`src/rtl/signed_accumulator_mc_pkg.sv`:
```
// signed_accumulator_mc_pkg: shared widths, limits and the stage-1 sample record
package signed_accumulator_mc_pkg;

   localparam int CH_MAX_W   = 6;
   localparam int DATA_MAX_W = 64;
   localparam int LIMIT_W    = 128;

   typedef struct packed {
      logic [CH_MAX_W-1:0]          ch;
      logic signed [DATA_MAX_W-1:0] data;
      logic                         sub;
      logic                         clear;
   } s1_t;

   function automatic int ch_width(input int n);
      return (n > 1) ? $clog2(n) : 1;
   endfunction

   function automatic logic signed [LIMIT_W-1:0] acc_max(input int w);
      logic [LIMIT_W-1:0] one;
      one = LIMIT_W'(1);
      return signed'((one << (w - 1)) - one);
   endfunction

   function automatic logic signed [LIMIT_W-1:0] acc_min(input int w);
      return ~acc_max(w);
   endfunction

endpackage

```
`src/rtl/signed_accumulator_mc_accum_alu.sv`:
```
// accum_alu: one accumulate/load step at ACC_W+1 bits with overflow detect and optional clamp
module accum_alu
   import signed_accumulator_mc_pkg::*;
#(
   parameter int DATA_W   = 20,
   parameter int ACC_W    = 38,
   parameter int SATURATE = 0
) (
   input  logic signed [ACC_W-1:0]  acc,
   input  logic signed [DATA_W-1:0] data,
   input  logic                     sub,
   input  logic                     clear,
   output logic signed [ACC_W-1:0]  result,
   output logic                     ovf_pos,
   output logic                     ovf_neg
);
   localparam int RW = ACC_W + 1;
   localparam logic signed [ACC_W-1:0] SAT_MAX = ACC_W'(acc_max(ACC_W));
   localparam logic signed [ACC_W-1:0] SAT_MIN = ACC_W'(acc_min(ACC_W));

   logic signed [RW-1:0] data_x, base, sum;

   always_comb begin
      data_x  = RW'(data);
      base    = clear ? '0 : RW'(acc);
      sum     = sub ? base - data_x : base + data_x;
      ovf_pos = ~sum[RW-1] & sum[RW-2];
      ovf_neg = sum[RW-1] & ~sum[RW-2];
      result  = (SATURATE != 0 && ovf_pos) ? SAT_MAX :
                (SATURATE != 0 && ovf_neg) ? SAT_MIN : sum[ACC_W-1:0];
   end

endmodule

```
`src/rtl/signed_accumulator_mc.sv`:
```
// signed_accumulator_mc: two-stage multi-channel signed accumulator with sticky overflow and read port
module signed_accumulator_mc
   import signed_accumulator_mc_pkg::*;
#(
   parameter int  DATA_W   = 20,
   parameter int  ACC_W    = 38,
   parameter int  NUM_CH   = 4,
   parameter int  SATURATE = 0,
   localparam int CH_W     = ch_width(NUM_CH)
) (
   input  logic                     clk,
   input  logic                     reset,
   input  logic                     in_valid,
   input  logic [CH_W-1:0]          in_ch,
   input  logic signed [DATA_W-1:0] in_data,
   input  logic                     in_sub,
   input  logic                     in_clear,
   output logic                     out_valid,
   output logic [CH_W-1:0]          out_ch,
   output logic signed [ACC_W-1:0]  out_acc,
   input  logic [CH_W-1:0]          rd_ch,
   output logic signed [ACC_W-1:0]  rd_acc,
   output logic [NUM_CH-1:0]        ovf
);
   s1_t                      s1_q, s1_d;
   logic                     s1_valid_q, s1_valid_d;
   logic signed [ACC_W-1:0]  acc_q [NUM_CH];
   logic signed [ACC_W-1:0]  acc_d [NUM_CH];
   logic [NUM_CH-1:0]        ovf_q, ovf_d;
   logic                     out_valid_q;
   logic [CH_W-1:0]          out_ch_q, out_ch_d;
   logic signed [ACC_W-1:0]  out_acc_q, out_acc_d;
   logic signed [ACC_W-1:0]  rd_acc_q, rd_acc_d;
   logic [CH_W-1:0]          s1_ch;
   logic signed [DATA_W-1:0] s1_data;
   logic signed [ACC_W-1:0]  alu_result;
   logic                     alu_ovf_pos, alu_ovf_neg;
   logic                     unused_s1;

   // the shared record is sized for the widest build; only the low bits matter here
   assign s1_ch     = s1_q.ch[CH_W-1:0];
   assign s1_data   = s1_q.data[DATA_W-1:0];
   assign unused_s1 = ^{s1_q.ch, s1_q.data};

   accum_alu #(
      .DATA_W   (DATA_W),
      .ACC_W    (ACC_W),
      .SATURATE (SATURATE)
   ) u_alu (
      .acc     (acc_q[s1_ch]),
      .data    (s1_data),
      .sub     (s1_q.sub),
      .clear   (s1_q.clear),
      .result  (alu_result),
      .ovf_pos (alu_ovf_pos),
      .ovf_neg (alu_ovf_neg)
   );

   always_comb begin
      s1_valid_d = in_valid && (32'(in_ch) < NUM_CH);
      s1_d       = s1_valid_d ? '{ch: CH_MAX_W'(in_ch), data: DATA_MAX_W'(in_data),
                                  sub: in_sub, clear: in_clear} : s1_q;
      acc_d      = acc_q;
      ovf_d      = ovf_q;
      out_ch_d   = s1_valid_q ? s1_ch : out_ch_q;
      out_acc_d  = s1_valid_q ? alu_result : out_acc_q;
      if (s1_valid_q) begin
         acc_d[s1_ch] = alu_result;
         ovf_d[s1_ch] = !s1_q.clear && (ovf_q[s1_ch] || alu_ovf_pos || alu_ovf_neg);
      end
      rd_acc_d   = (32'(rd_ch) < NUM_CH) ? acc_q[rd_ch] : '0;
   end

   always_ff @(posedge clk) begin
      if (reset) begin
         s1_q        <= '0;
         s1_valid_q  <= 1'b0;
         acc_q       <= '{default: '0};
         ovf_q       <= '0;
         out_valid_q <= 1'b0;
         out_ch_q    <= '0;
         out_acc_q   <= '0;
         rd_acc_q    <= '0;
      end else begin
         s1_q        <= s1_d;
         s1_valid_q  <= s1_valid_d;
         acc_q       <= acc_d;
         ovf_q       <= ovf_d;
         out_valid_q <= s1_valid_q;
         out_ch_q    <= out_ch_d;
         out_acc_q   <= out_acc_d;
         rd_acc_q    <= rd_acc_d;
      end
   end

   assign out_valid = out_valid_q;
   assign out_ch    = out_ch_q;
   assign out_acc   = out_acc_q;
   assign rd_acc    = rd_acc_q;
   assign ovf       = ovf_q;

endmodule

```
`config.mk`:
```
export PLATFORM = sky130hd
export DESIGN_NAME = signed_accumulator_mc
export DESIGN_NICKNAME = d
export VERILOG_FILES = /design/src/rtl/signed_accumulator_mc_pkg.sv /design/src/rtl/signed_accumulator_mc_accum_alu.sv /design/src/rtl/signed_accumulator_mc.sv
export SDC_FILE = /design/constraint.sdc
export NUM_CORES = 1
export LEC_CHECK = 0
export CAP_MARGIN = 20
export CORE_MARGIN = 5
export CORE_UTILIZATION = 50
export CTS_CLUSTER_DIAMETER = 200
export CTS_CLUSTER_SIZE = 16
export DETAILED_ROUTE_END_ITERATION = 10
export HOLD_SLACK_MARGIN = 0.08
export PLACE_DENSITY_LB_ADDON = 0.05
export SYNTH_ARGS = -nofsm -noshare
export SYNTH_HDL_FRONTEND = slang
export SYNTH_HIERARCHICAL = 1
export SYNTH_SLANG_ARGS = --single-unit
export TNS_END_PERCENT = 100
```
`constraint.sdc`:
```
create_clock -name clk -period 6.4 [get_ports clk]
set_input_delay 1.28 -clock clk [delete_from_list [all_inputs] [get_ports clk]]
set_output_delay 1.28 -clock clk [all_outputs]
set_load 0.01 [all_outputs]
```
==> parameters.txt <==
Parameter                              Value

Yosys
  Fraction of registers with async set or reset after synthesis ... 0
  Instance count of the mapped netlist ... approximately 1,500
  Count of warnings emitted by yosys ... 6
  Cells taking the most area after synthesis ... dfxtp_1, mux4_2, nand2_1, a21oi_1, mux2i_1
  Library cell occupying the most area in the post-synthesis netlist ... dfxtp_1
  Most used standard cell by instance count after synthesis ... nand2_1
  Main synth FF type ... dfxtp_1
  Share of synthesized cell area in and, or, nand and nor gates ... 0.187
  Post-synth net total ... between 1,500 and 2,000
  Complex-gate fraction of the synthesized area ... 0.135
  Most used standard cells in the synthesized netlist ... nand2_1, dfxtp_1, a21oi_1, nor2_1, nor2b_1
  Area share of fa/ha/maj cells after synthesis ... 0.0378
  Main combinational cell family by area after synthesis ... simple AND/OR/NAND/NOR gates
  Synthesis-stage register bit count ... 260
  Post-synthesis share of cell area spent on xor and xnor gates ... 0.0338
  Portion of netlist area occupied by mux cells ... 0.176
  Number of flops mapped to enable cells by yosys ... 0
  Share of the synthesized area in the top cell type ... 0.387
  Avg Cell Area, Syn ... 9.00 sq um
  Seq/Total Area, Yosys ... 0.387
  Netlist area before placement ... ~13,000 sq um
  Post-synthesis cell type count ... between 60 and 70

Worst setup path
  Cell with the largest stage delay on the worst path ... nor4b_2
  Endpoint class of the critical path ... flop
  Startpoint Class ... flop
  Most prevalent standard cell on the critical path ... o21ai_1
  Critical path class ... flop to flop
  CP max stage delay ... 690 ps
  Max FO, Critical Path ... 6
  Chain of cells forming the critical path ... nor4_2 -> nor3b_2 -> nor4b_2 -> a21oi_1 -> xnor2_1 -> ha_1 -> and4_1 -> nand2_1 -> a211oi_2 -> o21ai_1 -> a31oi_1 -> o21a_1 -> o21ai_1 -> a21o_1 -> a311oi_1 -> mux2i_1 -> nor2_1
  Required @ worst endpoint ... 6840 ps
  Worst EP arrival ... around 5500 ps

Global routing
  Global router's overall resource usage ... 0.234
  Number of antenna violations at the first check in global routing ... 0
  Global route overflow ... 0
  Pin count of the biggest net entering global routing ... between 150 and 200
  Number of global-route vias before repair ... about 10,000
  Wire length of the first global-routing pass ... between 50 and 60 mm

Finish
  Area grow syn2layout ... 12.9%
  Fraction of final layout cells sized beyond drive strength 1 ... 0.0980
  Net count reported at finish ... between 1,500 and 2,000
  Post-route cell area ... ~15,000 sq um
  Antenna fix cells ... 0

Clock tree
  Clock network latency to the later pin of the worst-skew pair ... ~520 ps
  Count of instances resized after the clock tree is built ... 0
  Post-CTS setup-driven buffer insertion count ... 0
  Clk sinks ... 260
  Worst-case clock buffer depth ... 3
  Clock root buffer ... clkbuf_16
  Number of H-tree levels ... 1
  CTS Buf Count ... 20
  CTS tree ... built
  Quantity of hold-fixing buffers added after cts ... 0
  CTS clock-pin slew for the worst setup and hold paths ... around 80 ps

Timing
  Fraction of the cycle the final worst path needs ... 0.783
  Final Max Slew Viols ... 0
  Skew final ... roughly 20 ps
  Crit path time final ... between 5000 and 6000 ps
  Final setup violation count ... 0
  Final hold slack ... ~470 ps
  Number of endpoints with negative hold slack in the final report ... 0
  Final-layout setup total negative slack ... 0 ps
  Pin slew with the least headroom to its limit ... roughly 1100 ps
  RSZ-0062 raised after global routing ... no
  Maximum operating frequency ... about 200 MHz
  Worst slew margin relative to its limit ... 0.276

Place
  Number of buffers inserted by port buffering ... about 110
  Total cell area at the placement stage ... 14,600 sq um
  Detail Placement HPWL ... around 23 mm
  Weighted congestion reported at the end of routability-driven placement ... about 0.89

Die
  X dimension of the die ... around 170 um
  Die Span Y ... about 170 um
  Overall die area ... 30,300 sq um
  Number of standard-cell rows in the floorplan ... 60
  Floorplan core area ... 26,700 sq um
  Count of pins on the block boundary ... approximately 110
  Starting Density ... 0.503

Route
  Wire length on met1 ... between 15 and 20 mm
  Total via count in the routed design ... roughly 11,000
  Met3 Routed Length ... approximately 1.6 mm
  DRC violations left ... 0
  Drt total wl ... ~36 mm
  Detail-routed net length per standard cell ... slightly below 20 um
  Antenna-violating nets left ... 0
  Highest metal used ... met4
  DRT Pass-1 Iters ... 5
  Total length of routed met2 wires ... about 18 mm
  DRC violation total after the first TritonRoute iteration ... 781
  Detail-routed via count per cell ... roughly 5.7

Power
  Maximum ir drop on the vdd rail ... 0.194 mV
  LEAKAGE ... between 5 and 6 nW
  Power Total ... approximately 0.0036 W
  Power Density ... 240 nW/um^2

Min path
  Worst min-delay path class ... flop to flop

Outcome
  Status ... finished, final reports clean

Job
  Max capacitance violation total ... 0
[per-stage QoR]
step	cells	util	setup WS [ps]
after CTS	1880	0.567	1440
after global routing	1882	0.568	881
after floorplan	1494	-	2250
after detailed placement	1858	0.546	1470
final	1882	0.568	1390
after global placement	1857	0.546	1560
[cells in the final DEF (no fill, tap or decap), drive strengths merged, types with 6 or more instances in the layout]
master / synthesis / final
a21o: 29 / 29
and3: 6 / 6
inv: 15 / 15
a211oi: 11 / 11
mux4: 76 / 76
nand3: 10 / 10
buf: 57 / 24
nor3: 15 / 15
a21oi: 227 / 227
nor2: 93 / 93
xnor2: 37 / 37
clkbuf: 51 / 23
xor2: 14 / 14
ha: 39 / 39
nand2: 332 / 332
a31oi: 6 / 6
mux2i: 65 / 65
clkdlybuf4s50: 0 / 107
o21ai: 17 / 17
dfxtp: 260 / 260
nor2b: 80 / 80
o21a: 7 / 7
[sequential cells by signal (all words and copies together), names as in the netlist]
register and cells:
out_valid 1, s1_data 20, out_acc 38, rd_acc 38, s1_q 2, acc_q 152
out_ch 2, s1_ch 2, s1_valid_q 1, ovf 4
[worst paths after layout]
kind,start,end,slack [ps],depth (start not counted)
setup / recovery,s1_data[3],out_acc[31],1390,17
hold / removal,acc_q[8],acc_q[8],470,2
setup reg to reg,s1_data[3],out_acc[31],1390,17
hold reg to reg,acc_q[8],acc_q[8],470,2
[routing by layer]
layer	global-route usage	vias up
met3	0.0283	41
li1	-	5243
met2	0.403	249
met5	0	-
met1	0.321	5193
met4	0.0452	0
[kinds of logic (layout without fill, tap and decap cells)]
| group | after synthesis | count (layout) |
|---|---|---|
| muxes | 141 | 141 |
| xor gates and xnor gates | 51 | 51 |
| adders and majority gates | 40 | 40 |
| DFF | 260 | 260 |
| and+or+nand+nor | 563 | 563 |
| buffers and inverters | 123 | 170 |
| AOI/OAI and AO/OA | 316 | 316 |
[power breakdown]
part | internal, W | switching, W
Combinational | 0.000302 | 0.000438
Clock | 0.000585 | 0.000583
Sequential | 0.00168 | 0.0000608
[critical path: cells and delay by family (launching register included)]
family,cells,cell delay (ps)
AO/OA/AOI/OAI,8,2030
AND/OR/NAND/NOR,6,1810
adder cells (fa/ha/maj),1,390
XOR/XNOR,1,170
flip-flops,1,370
multiplexers,1,150
[final cells by class]
cell class / instances / area, sq um
clock inverter: 1 / 16.3
inverter: 15 / 56.3
clock buffer: 21 / 526
timing repair buffer: 133 / 1290
sequential: 260 / 5210
fill: 2437 / 11500
multi-input combinational: 1111 / 7660
tap: 341 / 427
(Power assumes the default switching activity.)
